`config.mk`:
```
export PLATFORM = sky130hd
export DESIGN_NAME = score_display_scan_flat
export DESIGN_NICKNAME = d
export VERILOG_FILES = /design/src/rtl/score_display_scan_if.sv /design/src/rtl/score_display_scan.sv /design/src/flat_wrapper.sv
export SDC_FILE = /design/constraint.sdc
export NUM_CORES = 1
export LEC_CHECK = 0
export BUFFER_PORTS_ARGS = -buffer_cell sky130_fd_sc_hd__buf_2
export CORE_MARGIN = 3
export CORE_UTILIZATION = 51
export DETAILED_ROUTE_END_ITERATION = 6
export PLACE_DENSITY = 0.79
export SETUP_SLACK_MARGIN = 0.5
export SLEW_MARGIN = 25
export SYNTH_ARGS = -nofsm -noshare
export SYNTH_HDL_FRONTEND = slang
export SYNTH_SLANG_ARGS = --single-unit
```
`constraint.sdc`:
```
create_clock -name clk -period 4.3 [get_ports clk]
set_input_delay 0.43 -clock clk [delete_from_list [all_inputs] [get_ports clk]]
set_output_delay 0.43 -clock clk [all_outputs]
set_load 0.01 [all_outputs]
```
`src/rtl/score_display_scan_if.sv`:
```
// Score-in / display-out bundle between the score counter and the 7-segment scan driver.
interface score_display_scan_if;
  localparam int unsigned SCORE_W = 12;
  localparam int unsigned SEG_W   = 8;
  localparam int unsigned DIG_W   = 3;

  logic [SCORE_W-1:0] score_data;
  logic               blank_lz;
  logic [SEG_W-1:0]   seg_n;
  logic [DIG_W-1:0]   dig_n;
  logic               frame_done;
  logic               err;

  modport master (
    output score_data, blank_lz,
    input  seg_n, dig_n, frame_done, err
  );

  modport slave (
    input  score_data, blank_lz,
    output seg_n, dig_n, frame_done, err
  );
endinterface

```
`src/rtl/score_display_scan.sv`:
```
// Multiplexed 3-digit active-low 7-segment scan of a packed-BCD score, with one
// score snapshot per frame, optional leading-zero blanking and invalid-BCD flag.
module score_display_scan #(
  parameter int unsigned SCAN_DIV = 12000
) (
  input  logic               clk,
  input  logic               rst,
  score_display_scan_if.slave bus
);

  localparam int unsigned PCNT_W  = (SCAN_DIV > 1) ? $clog2(SCAN_DIV) : 1;
  localparam int unsigned SCORE_W = 12;
  localparam int unsigned NIB_W   = 4;

  typedef enum logic [1:0] {
    IDX_UNITS = 2'd0,
    IDX_TENS  = 2'd1,
    IDX_HUNDS = 2'd2
  } idx_e;

  idx_e               idx_q, idx_d;
  logic [PCNT_W-1:0]  pcnt_q, pcnt_d;
  logic [SCORE_W-1:0] snap_q, snap_d;
  logic [7:0]         seg_n_q, seg_n_d;
  logic [2:0]         dig_n_q, dig_n_d;
  logic               err_q, err_d;
  logic               frame_done_q, frame_done_d;
  logic               started_q, started_d;

  logic               tick_c;
  logic [NIB_W-1:0]   nib_c;
  logic               blank_c;

  function automatic logic [7:0] seg_decode(input logic [NIB_W-1:0] nib);
    case (nib)
      4'd0:    seg_decode = 8'hC0;
      4'd1:    seg_decode = 8'hF9;
      4'd2:    seg_decode = 8'hA4;
      4'd3:    seg_decode = 8'hB0;
      4'd4:    seg_decode = 8'h99;
      4'd5:    seg_decode = 8'h92;
      4'd6:    seg_decode = 8'h82;
      4'd7:    seg_decode = 8'hF8;
      4'd8:    seg_decode = 8'h80;
      4'd9:    seg_decode = 8'h90;
      default: seg_decode = 8'hBF;
    endcase
  endfunction

  function automatic logic nib_bad(input logic [NIB_W-1:0] nib);
    nib_bad = (nib > NIB_W'(9));
  endfunction

  assign tick_c = (pcnt_q == PCNT_W'(SCAN_DIV - 1));

  // State and output registers
  always_ff @(posedge clk) begin
    if (rst) begin
      idx_q        <= IDX_HUNDS;
      pcnt_q       <= '0;
      snap_q       <= '0;
      seg_n_q      <= 8'hFF;
      dig_n_q      <= 3'b111;
      err_q        <= 1'b0;
      frame_done_q <= 1'b0;
      started_q    <= 1'b0;
    end else begin
      idx_q        <= idx_d;
      pcnt_q       <= pcnt_d;
      snap_q       <= snap_d;
      seg_n_q      <= seg_n_d;
      dig_n_q      <= dig_n_d;
      err_q        <= err_d;
      frame_done_q <= frame_done_d;
      started_q    <= started_d;
    end
  end

  // Digit sequencing, snapshot and segment decode for the next slot
  always_comb begin
    idx_d        = idx_q;
    pcnt_d       = pcnt_q + PCNT_W'(1);
    snap_d       = snap_q;
    seg_n_d      = seg_n_q;
    dig_n_d      = dig_n_q;
    err_d        = err_q;
    frame_done_d = 1'b0;
    started_d    = started_q;
    nib_c        = '0;
    blank_c      = 1'b0;

    if (tick_c) begin
      pcnt_d    = '0;
      started_d = 1'b1;
      // The very first wrap after reset closes no real frame
      frame_done_d = started_q && (idx_q == IDX_HUNDS);

      case (idx_q)
        IDX_UNITS: idx_d = IDX_TENS;
        IDX_TENS:  idx_d = IDX_HUNDS;
        default:   idx_d = IDX_UNITS;
      endcase

      case (idx_d)
        IDX_UNITS: begin
          nib_c   = bus.score_data[3:0];
          snap_d  = bus.score_data;
          err_d   = nib_bad(bus.score_data[11:8]) || nib_bad(bus.score_data[7:4]) ||
                    nib_bad(bus.score_data[3:0]);
          dig_n_d = 3'b110;
        end
        IDX_TENS: begin
          nib_c   = snap_q[7:4];
          blank_c = bus.blank_lz && (snap_q[11:8] == 4'd0) && (snap_q[7:4] == 4'd0);
          dig_n_d = 3'b101;
        end
        default: begin
          nib_c   = snap_q[11:8];
          blank_c = bus.blank_lz && (snap_q[11:8] == 4'd0);
          dig_n_d = 3'b011;
        end
      endcase

      seg_n_d = blank_c ? 8'hFF : seg_decode(nib_c);
    end
  end

  assign bus.seg_n      = seg_n_q;
  assign bus.dig_n      = dig_n_q;
  assign bus.err        = err_q;
  assign bus.frame_done = frame_done_q;

endmodule
```
`src/flat_wrapper.sv`:
```
// flat-port wrapper written by rule: the top's interface ports become plain ports
module score_display_scan_flat 
#(
  parameter int unsigned SCAN_DIV = 12000
)
  (clk, rst, bus_score_data, bus_blank_lz, bus_seg_n, bus_dig_n, bus_frame_done, bus_err);
  score_display_scan_if bus_i ();
  input  logic clk;
  input  logic rst;
  input wire logic [$bits(bus_i.score_data)-1:0] bus_score_data;
  input wire logic [$bits(bus_i.blank_lz)-1:0] bus_blank_lz;
  output wire logic [$bits(bus_i.seg_n)-1:0] bus_seg_n;
  output wire logic [$bits(bus_i.dig_n)-1:0] bus_dig_n;
  output wire logic [$bits(bus_i.frame_done)-1:0] bus_frame_done;
  output wire logic [$bits(bus_i.err)-1:0] bus_err;
  assign bus_i.score_data = bus_score_data;
  assign bus_i.blank_lz = bus_blank_lz;
  assign bus_seg_n = bus_i.seg_n;
  assign bus_dig_n = bus_i.dig_n;
  assign bus_frame_done = bus_i.frame_done;
  assign bus_err = bus_i.err;
  score_display_scan #(.SCAN_DIV(SCAN_DIV)) u_core (.clk(clk), .rst(rst), .bus(bus_i));
endmodule
```
== After elaboration in Yosys (flattened, before gate mapping) ==
Memory sizes are Yosys's and may differ from the RTL's.
Index checks and enable logic that the tools add are counted.

* Memory bits (writable): 0
* Memories: 1
* Logic and storage cells: 38
* Latch bits: 0
* Bits in read-only memories: 112
* Output and inout bits: 13
* Register bits after elaboration: 42

{| class="wikitable"
|+ Memories
! name !! words !! bits a word !! rd ports !! clocked after memory_dff !! wr ports !! RTL line !! text
|-
| (name not given) || 16 || 7 || 1 || 0 || 0 || score_display_scan.sv:35 || <nowiki>case (nib)</nowiki>
|}

* $lt $le $gt $ge: 3
* $mul: 0
* Add/subtract/negate cells: 1
* Mux-type cells: 8
* Shift operators: 0
* Reductions and logical operators: 12
* Equality and inequality tests: 4
* Bitwise gates (word level): 1
* Div/mod/pow operators: 0

{| class="wikitable"
|+ Operators by type and width
! operator !! number
|-
| $add A14 B1 Y14 const B || 1
|-
| $eq A14 B14 Y1 const B || 1
|-
| $gt A4 B4 Y1 const B || 3
|-
| $logic_not A4 Y1 || 2
|-
| $mux W8 || 1
|-
| $pmux W4 S2 || 1
|-
| $pmux W3 S2 || 1
|-
| $eq A2 B1 Y1 const B || 2
|-
| $logic_not A2 Y1 || 2
|-
| $mux W4 || 1
|-
| $pmux W2 S2 || 1
|-
| $reduce_or A2 Y1 || 2
|-
| $logic_and A1 B1 Y1 || 3
|-
| $eq A2 B2 Y1 const B || 1
|-
| $logic_or A1 B1 Y1 || 2
|-
| $mux W2 || 1
|-
| $pmux W1 S2 || 1
|-
| $reduce_and A2 Y1 || 1
|-
| $mux W1 || 1
|-
| $not A1 Y1 || 1
|}

== Longest topological paths before layout ==
Gate-level depths: netlist (run 1).
An unclocked memory read counts as a cell.

* Word-level depth: 8
* Gate-level depth with buffers: 8
* Gate-level depth less buffers: 6

== Worst setup path after synthesis (run 1) ==
OpenSTA, ideal clock, no wires.

* Path type: register to register
* Start point: register u_core.idx_q[0]
* End point: register u_core.seg_n_q[3] (netlist: u_core.bus.seg_n[3])
* Slack: 2570 ps
* Cell stages (with the launch flop): 8
* Buffers on the path: 1
* Period minus slack after synthesis: 1730 ps
* Data arrival time: 1656 ps
* Library setup time: 74 ps
* Data required time: 4226 ps
* Cell sequence: dfxtp_1 > buf_4 > mux2i_1 > o21ai_2 > inv_1 > ha_1 > or3_1 > a31oi_1

* Cells in the longest elaborated chain, start to end: 8
* Elaborated cells between the ends (all ways): 12
* Those cells by class: 2 x eq/ne; 7 x mux; 2 x reduce/logical; 1 x memory

{| class="wikitable"
|+ Ends and longest elaborated chain
! element !! RTL line !! text
|-
| from (decl) || score_display_scan.sv:21 || <nowiki>idx_e idx_q, idx_d;</nowiki>
|-
| from (signal assigned) || score_display_scan.sv:68 || <nowiki>idx_q <= idx_d;</nowiki>
|-
| $eq A2 B1 Y1 or $logic_not A2 Y1 (tied branches) || score_display_scan.sv:98 || <nowiki>case (idx_q)</nowiki>
|-
| $pmux W2 S2 * || score_display_scan.sv:98 ||
|-
| $mux W2 * || score_display_scan.sv:92 || <nowiki>if (tick_c) begin</nowiki>
|-
| $eq A2 B1 Y1 or $logic_not A2 Y1 (tied branches) || score_display_scan.sv:104 || <nowiki>case (idx_d)</nowiki>
|-
| $pmux W4 S2 || score_display_scan.sv:104 ||
|-
| $mux W4 || score_display_scan.sv:92 ||
|-
| $mem_v2 Z16 W7 || -- ||
|-
| $mux W8 * || score_display_scan.sv:124 || <nowiki>seg_n_d = blank_c ? 8'hFF : seg_decode(nib_c);</nowiki>
|-
| to (signal assigned) || score_display_scan.sv:71 || <nowiki>seg_n_q <= seg_n_d;</nowiki>
|-
| to (decl) || score_display_scan.sv:24 || <nowiki>logic [7:0] seg_n_q, seg_n_d;</nowiki>
|}

Every way passes the cells marked *; elsewhere a longest branch is shown, timed or not. The select of a mux whose other input is x is not followed.
A chain may end at the register's enable or synchronous reset.

== Worst setup path after layout (run 1) ==
* Start point: register u_core.idx_q[1]
* End point: register u_core.seg_n_q[3] (netlist: u_core.bus.seg_n[3])

The elaborated chain is that of the path after synthesis.

==> results.cfg, run 1 <==
[route]
drc_errors = 0
highest_layer = met4
avgRoutedWirePerCell_um = 12.43
dr_total_vias = 1399
drt_iter0_drc = 116
firstDrtPassIters = 4
ant_nets = 0
vias_per_cell = 5.279
met2_length_um = 1498
wl_um = 3295
met1_length_um = 1529
wl_met3_um = 211

[power_and_ir_drop]
net-switching-power_uw = 129.2
sw_frac_of_total = 0.2291
power.density_nw_per_um2 = 298.4
intPower_uw = 434.9
p_leak_uw = 0.0007275
power.share.combinational = 0.057
irDropWorstVdd_v = 0.0002189
power_frac_seq = 0.615
p_clk_frac = 0.327

[timing]
slew_viol_final = 0
fmax_mhz = 450.8
relSlewSlack = 0.4852
finalHoldViolCount = 0
tns_ps = 0
worst_slew_pin_slew_ps = 771.2
clock_skew_ps = 12.88
min_period_ps = 2218
grt_setup_unrepaired = no
finalCritPeriodShare = 0.5159
setup_viol = 0

[synthesis]
netlist_area_um2 = 1738
yosysSeqAreaShare = 0.4262
synth_ff_type = dfxtp_1
synth-seq-cells = 37
synth_edf_count = 0
synth_cell_types = 42
avgSynthCellArea_um2 = 8.690
async_flop_share = 0
ys.warnings.count = 0
synth_nets = 219
syn-instance-count = 200

[cells_and_area]
antennaDiodeCount = 0
area_growth_pct = 8.783
drive_gt1_frac = 0.1765
finish.instance_area_um2 = 1891
utilization = 0.5996
fin_nets = 240

[setup_path]
worstPathCellList = nand2_1 > o21ai_1 > inv_1 > ha_1 > or3_1 > a31oi_1
worstSetupEndpointType = register
crit_path_max_incr_delay_ps = 840
cpMaxStageDelayCell = dfxtp_1
rr_worst_depth = 6
cp.required_ps = 4570
worstPathMaxFanout = 23
critPathLaunchType = register
worst-endpoint-arrival_ps = 2490
critPathKind = reg -> reg

[placed_design]
io_buffers = 26
hpwl_um = 2323
gp_congestion = 0.8647
placed_cell_area_um2 = 1836

[grt]
grt_pass1_vias = 1297
grt_max_degree = 24
grt.total_usage = 0.1740
grt_pass1_wl_um = 5602
antenna_found_initial = 0
overflow = 0

[die]
start_util = 0.5512
io_pins = 28
die_area_um2 = 4144
fp.coreArea_um2 = 3153
rows = 20
die_w_um = 64.38
die_height_um = 64.38

[clock_network]
clk_latency_ps = 340
clock_path_buffers = 2
ctsResizeCount = 0
cts.clk_slew.worst_paths_ps = 110
cts-root-buf = clkbuf_4
hold_buffers = 0
clock-sinks = 37
h-tree-depth = 2
numCtsBuffers = 5
cts_tree = yes
post_cts_buffers = 0

[min_path]
hold_class = in -> reg
hold_depth = 3

[job]
max_cap_viol_count = 0

[outcome]
outcome = complete, no violations
==> cell families after synthesis <==
family / after synthesis / synth area share
muxes: 4 / 0.02304
and+or+nand+nor: 88 / 0.2685
buffers and inverters: 17 / 0.06119
other: 1 / 0.002158
AOI/OAI and AO/OA: 37 / 0.1296
xor gates and xnor gates: 12 / 0.06047
adders and majority gates: 4 / 0.02880
DFF: 37 / 0.4262
==> worst max-delay path: cells and delay by family (launching register included) <==
kind / cells / cell delay, ps
DFF: 1 / 840
adders and majority gates: 1 / 320
buffers and inverters: 1 / 140
and+or+nand+nor: 2 / 480
AOI/OAI and AO/OA: 2 / 350
==> final timing paths <==
check	from	to	slack (ps)
max	u_core.idx_q[1]	u_core.bus.seg_n[3]	2080
min	bus_score_data[4]	u_core.snap_q[4]	320
max reg2reg	u_core.idx_q[1]	u_core.bus.seg_n[3]	2080
min reg2reg	u_core.pcnt_q[0]	u_core.pcnt_q[0]	480
==> power by group through the flow <==
stage               combinational (uW)  clock (uW)  sequential (uW)
finish                            32.4         185              347
global route                      36.4         204              348
CTS                               32.3         189              347
detailed placement                31.7           0              355
global placement                  31.4           0              355
floorplan                         22.1           0              354
==> layer usage <==
layer | global-route usage | vias up
li1 | - | 728
met3 | 0.06854 | 9
met2 | 0.2784 | 40
met5 | 0 | -
met1 | 0.2072 | 622
met4 | 0.07124 | 0
==> stage by stage <==
stage	setup WS [ps]	hold slack (ps)	std cells	power (uW)
2_1_floorplan	2570	426.2	200	376.6
3_3_place_gp	2243	440.5	258	386.2
3_5_place_dp	2163	459.6	258	386.7
4_1_cts	2106	316.6	265	568.3
5_1_grt	1920	328.9	265	588.2
6_report	2082	319.1	265	564.2
==> synth_stat cells (all sizes together), types with 2 or more instances <==
| cell | number | area [um^2] |
|---|---|---|
| o21a | 3 | 23.77 |
| dfxtp | 37 | 740.7 |
| inv | 5 | 18.77 |
| clkbuf | 2 | 7.510 |
| buf | 10 | 80.07 |
| nor2 | 30 | 112.6 |
| xnor2 | 2 | 17.52 |
| nand2b | 2 | 12.51 |
| a21oi | 15 | 75.07 |
| o21bai | 2 | 15.01 |
| a31oi | 2 | 12.51 |
| xor2 | 10 | 87.58 |
| and3 | 2 | 12.51 |
| nand3 | 15 | 75.07 |
| mux2i | 4 | 40.04 |
| o21ai | 10 | 53.80 |
| nor4 | 2 | 12.51 |
| and4 | 3 | 28.78 |
| a31o | 2 | 17.52 |
| nand2 | 22 | 90.09 |
| ha | 4 | 50.05 |
| nand4 | 5 | 46.29 |
==> flip-flops by register name (all words and copies together) (netlist names) <==
name                   cells
u_core.bus.seg_n           7
u_core.bus.err             1
u_core.idx_q               2
u_core.pcnt_q             14
u_core.snap_q              8
u_core.bus.frame_done      1
u_core.started_q           1
u_core.bus.dig_n           3
==> cell usage in the layout (no fill, tap or decap), drive strengths merged, types with 3 or more instances in the layout <==
master  Yosys  final
buf        10     26
and4        3      3
mux2i       4      4
o21a        3      3
nand3      15     15
nand4       5      5
ha          4      4
nand2      22     22
o21ai      10     10
a21oi      15     15
xor2       10     10
nor2       30     30
inv         5      5
dfxtp      37     37
clkbuf      2      7
==> final cells by class <==
| cell class | count | area, um^2 |
|---|---|---|
| fill | 302 | 1262 |
| multi-input combinational | 146 | 890.9 |
| sequential | 37 | 740.7 |
| timing repair buffer | 26 | 130.1 |
| clock buffer | 7 | 55.05 |
| tap | 44 | 55.05 |
| inverter | 5 | 18.77 |
Note: power is estimated with default switching activity, not from simulation.
==> inputs of run 2 (changes only) <==
- clock period: 4.3 -> 2.3 ns (I/O delays scaled with it)
==> results.cfg, run 2 (synthesized netlist as in run 1, its figures left out) <==
[outcome]
outcome = complete, no violations

[cells_and_area]
area_growth_pct = 13.25
utilization = 0.6242
most-common-layout-cells = dfxtp_1, nor2_1, buf_2
regArea_um2 = 749.5
largest_reg_flops = 14
drive_gt1_frac = 0.2304
antennaDiodeCount = 0
top_register = u_core.pcnt_q
multi_input_area_um2 = 905.9
fillers = 293
fin_nets = 248
finish.instance_area_um2 = 1968
final_common_cell = dfxtp_1

[die]
rows = 20
io_pins = 28
die_w_um = 64.38
fp.coreArea_um2 = 3153
start_util = 0.5512
die_area_um2 = 4144
die_height_um = 64.38

[placed_design]
gp_congestion = 0.9407
dpl_worst_slack_ps = 319.1
placed_cell_area_um2 = 1851
hpwl_um = 2322
io_buffers = 26

[clock_network]
cts_tree = yes
numCtsBuffers = 5
hold_buffers = 0
h-tree-depth = 2
clock_path_buffers = 2
clk_latency_ps = 340
cts-root-buf = clkbuf_4
clock-sinks = 37
cts.clk_slew.worst_paths_ps = 100

[route]
dr_total_vias = 1464
avgRoutedWirePerCell_um = 12.39
drc_errors = 0
drt_iter0_drc = 88
vias_per_cell = 5.343
wl_um = 3396
ant_nets = 0
firstDrtPassIters = 4

[setup_path]
cpLargestDelayFamily = flip-flops
critPathKind = reg -> reg
reg2reg_to = u_core.bus.seg_n[3]
cp_num_cells = 6
worstPathMaxFanout = 7
worst-endpoint-arrival_ps = 2030
worstPathCellList = mux2i_1 > o21ai_2 > inv_1 > ha_1 > or3_1 > a31oi_1
crit_path_start = u_core.idx_q[0]
r2r-start = u_core.idx_q[0]
crit_path_max_incr_delay_ps = 400
rr_worst_depth = 6
crit_end = u_core.bus.seg_n[3]
critPathLaunchType = register
critPathBufInv = 1
worstSetupEndpointType = register
cpMaxStageDelayCell = dfxtp_4
rrSetupSlack_ps = 550
cp.required_ps = 2580

[min_path]
hold_class = in -> reg
hold_depth = 3

[timing]
finalHoldViolCount = 0
slew_viol_final = 0
clock_skew_ps = 8.032
finalCritPeriodShare = 0.7618
holdWs_ps = 130.1
layout_setup_ws_ps = 547.8
min_period_ps = 1752
grt_setup_unrepaired = no
tns_ps = 0
setup_viol = 0
fmax_mhz = 570.7

[grt]
grt_pass1_vias = 1318
antenna_found_initial = 0
overflow = 0
grt_max_degree = 19
grt_pass1_wl_um = 5754
grt.total_usage = 0.1782

[power_and_ir_drop]
irDropWorstVdd_v = 0.0004162
power.density_nw_per_um2 = 524.6
p_leak_uw = 0.0007657

[job]
max_cap_viol_count = 0
run 2: cell types whose count changed in the layout (fill, tap and decap cells not counted), sizes merged:
cell	delta
buf	+8
clkbuf	+1
run 2: layer usage:
metal,track usage,wire [um]
met1,0.2087,1570
met2,0.2938,1598
met3,0.06503,188
met4,0.07124,38
met5,0,0
run 2: worst min-delay path by stage:
stage                       startpoint                end
detailed placement      u_core.bus.err     u_core.bus.err
CTS                  bus_score_data[4]   u_core.snap_q[4]
global placement        u_core.bus.err     u_core.bus.err
global route         bus_score_data[4]   u_core.snap_q[4]
floorplan           bus_score_data[10]  u_core.snap_q[10]
finish               bus_score_data[4]   u_core.snap_q[4]
run 2: worst reg2reg max path: stages, from the launching register on:
cell     delay (ps)
dfxtp_4         400
mux2i_1         280
o21ai_2         110
inv_1           130
ha_1            260
or3_1           360
a31oi_1         160
run 2: through the flow:
step,total power (uW),cells
finish,1032,274
detailed placement,724.3,260
global route,1088,274
floorplan,704.1,200
CTS,1043,270
global placement,722.9,260
run 2: area by class of cell:
type                            count  area share
Inverter                            5    0.009536
Clock buffer                        8     0.02479
Sequential cell                    37      0.3808
Multi-Input combinational cell    146      0.4603
Tap cell                           44     0.02797
Timing Repair Buffer               34     0.09663
run 2: timing repair:
| item | CTS | global route |
|---|---|---|
| buffers inserted | 2 | 4 |
| pin swaps | 1 | 2 |
| endpoints found under the setup margin | 21 | 20 |
| hold endpoints to repair | 0 | 0 |
| gates resized for setup | 3 | 8 |
run 2: report_power, final:
group	internal (uW)	switching (uW)	leakage, uW
registers	643	4.38	0.000300
clock network	122	200	0.0000265
logic	26.6	37.4	0.000439
total	791	241	0.000766
==> inputs of run 3 (changes only) <==
- ABC_AREA: unset -> 1
- PLACE_DENSITY: 0.79 -> 0.78
- clock period: 2.3 -> 1.7 ns (I/O delays scaled with it)
==> results.cfg, run 3 <==
[outcome]
outcome = complete, no violations

[synthesis]
ys.warnings.count = 0
syn-instance-count = 265
netlist.area_leader.share = 0.3764
synth_nets = 284
synth_cell_types = 37
synth_largest_area_cell = dfxtp_1
synth_commonest_cells = nand2_1, nor2_1, dfxtp_1, inv_1, nand3_1
synth_edf_count = 0
yosysMostFrequentCell = nand2_1
avgSynthCellArea_um2 = 7.427
netlist_area_um2 = 1968
async_flop_share = 0
synth.area.top_cells = dfxtp_1, nand2_1, nor2_1, inv_1, nand3_1
synth_ff_type = dfxtp_1
yosysSeqAreaShare = 0.3764
synth-seq-cells = 37

[cells_and_area]
fin_nets = 343
final_common_cell = nand2_1
multi_input_area_um2 = 1355
drive_gt1_frac = 0.4985
utilization = 0.7978
regArea_um2 = 764.5
most-common-layout-cells = nand2_1, nor2_1, buf_2
area_growth_pct = 42.72
top_register = u_core.pcnt_q
antennaDiodeCount = 0
largest_reg_flops = 14
fillers = 213

[clock_network]
hold_buffers = 0
h-tree-depth = 2
cts-root-buf = clkbuf_8
cts.clk_slew.worst_paths_ps = 80
clock_path_buffers = 2
clk_latency_ps = 300
numCtsBuffers = 5
cts_tree = yes
clock-sinks = 37

[setup_path]
critPathBufInv = 3
critPathLaunchType = register
worst-endpoint-arrival_ps = 1680
worstPathCellList = ha_4 > nand3_4 > inv_4 > buf_6 > nand4_1 > buf_6 > nor2_2 > nor2_1
cpLargestDelayFamily = simple AND/OR/NAND/NOR gates
critPathKind = reg -> reg
cpMaxStageDelayCell = dfxtp_2
worstSetupEndpointType = register
worstPathMaxFanout = 5
crit_path_max_incr_delay_ps = 360
cp.required_ps = 1890
path_common_cell = buf_6

[timing]
finalHoldViolCount = 0
slew_viol_final = 0
min_period_ps = 1488
holdWs_ps = 104.1
clock_skew_ps = 11.08
fmax_mhz = 672.1
finalCritPeriodShare = 0.8752
grt_setup_unrepaired = yes
setup_viol = 0
tns_ps = 0

[grt]
grt.total_usage = 0.2354
antenna_found_initial = 0
grt_pass1_vias = 1768
grt_max_degree = 12
grt_pass1_wl_um = 8121
overflow = 0

[min_path]
hold_class = in -> reg

[route]
ant_nets = 0
vias_per_cell = 5.501
drt_iter0_drc = 194
wl_um = 5945
firstDrtPassIters = 6
drc_errors = 0
avgRoutedWirePerCell_um = 16.02
dr_total_vias = 2041

[placed_design]
hpwl_um = 2994
gp_congestion = 0.8970
io_buffers = 26

[die]
rows = 21
die_w_um = 68.12
io_pins = 28
die_area_um2 = 4640
fp.coreArea_um2 = 3521
start_util = 0.5590
die_height_um = 68.12

[power_and_ir_drop]
net-switching-power_uw = 443.1
power.density_nw_per_um2 = 596.6
power.share.combinational = 0.110
sw_frac_of_total = 0.2644
intPower_uw = 1233
power_frac_seq = 0.523
irDropWorstVdd_v = 0.0005181
p_clk_frac = 0.367
p_leak_uw = 0.001176

[job]
max_cap_viol_count = 0
[run 3: changes by cell type after synthesis, sizes merged, moves of 3 or more]
cell,delta
nor3,+5
and4,-3
inv,+24
nor2,+24
o21ai,+6
xor2,-10
nand2,+32
mux2i,-4
nand3,+6
buf,-4
[run 3: cells by family (layout without fill, tap and decap cells)]
| logic type | Yosys count | after routing | share of synthesized area |
|---|---|---|---|
| flops | 37 | 37 | 0.3764 |
| other cells | 1 | 1 | 0.001905 |
| simple gates | 147 | 147 | 0.3789 |
| buf+inv | 36 | 96 | 0.08645 |
| fa+ha+maj | 4 | 4 | 0.02543 |
| xor+xnor | 1 | 1 | 0.004451 |
| compound gates | 39 | 39 | 0.1265 |
[run 3: what timing repair did]
item                       in CTS  in global routing
cloned                          0                  1
buffers inserted               22                  5
gates resized for setup        52                 44
pin swaps                      20                 13
setup endpoints to repair      34                 35
[run 3: tightest hold or removal path, stage by stage]
cell and delay (ps):
buf_2 90, nor2_1 40, nor2_1 80
[run 3: stage by stage]
stage	cells	cell area [um^2]	total power, uW	setup slack, ps
3_5_place_dp	335	2197	1022	161.2
6_report	371	2809	1676	212.1
4_1_cts	365	2621	1636	347.3
2_1_floorplan	265	2037	988.7	339.4
5_1_grt	371	2809	1720	152.8
3_3_place_gp	335	2197	1020	147.7
[run 3: cell type report]
cell class / instances / area share
inverters: 29 / 0.04232
clock inverters: 2 / 0.003563
multi-input cells: 192 / 0.4824
flip-flops and latches: 37 / 0.2722
well taps: 46 / 0.02049
repair buffers: 59 / 0.1532
clock buffers: 6 / 0.02584
[run 3: layer usage]
metal  wire, um  vias to the layer above  global-route usage
li1           -                      971                   -
met2       2967                       87              0.3899
met1       2387                      964              0.2882
met5          0                        -                   0
met3        427                       19             0.07061
met4        162                        0             0.08189
[run 3: final timing paths]
check | start | endpoint | slack, ps | cells past startpoint
hold / removal | bus_score_data[5] | u_core.snap_q[5] | 100 | 3
setup reg to reg | u_core.pcnt_q[1] | u_core.snap_q[10] | 210 | 8
setup / recovery | u_core.pcnt_q[1] | u_core.snap_q[10] | 210 | 8
hold reg to reg | u_core.started_q | u_core.bus.frame_done | 470 | 2
[run 3: power groups by stage]
stage	clock network (uW)	logic [uW]	registers, uW
final	616	184	876
after global routing	645	199	876
after CTS	605	155	877
after detailed placement	0	121	901
after global placement	0	120	900
after floorplan	0	89.3	899
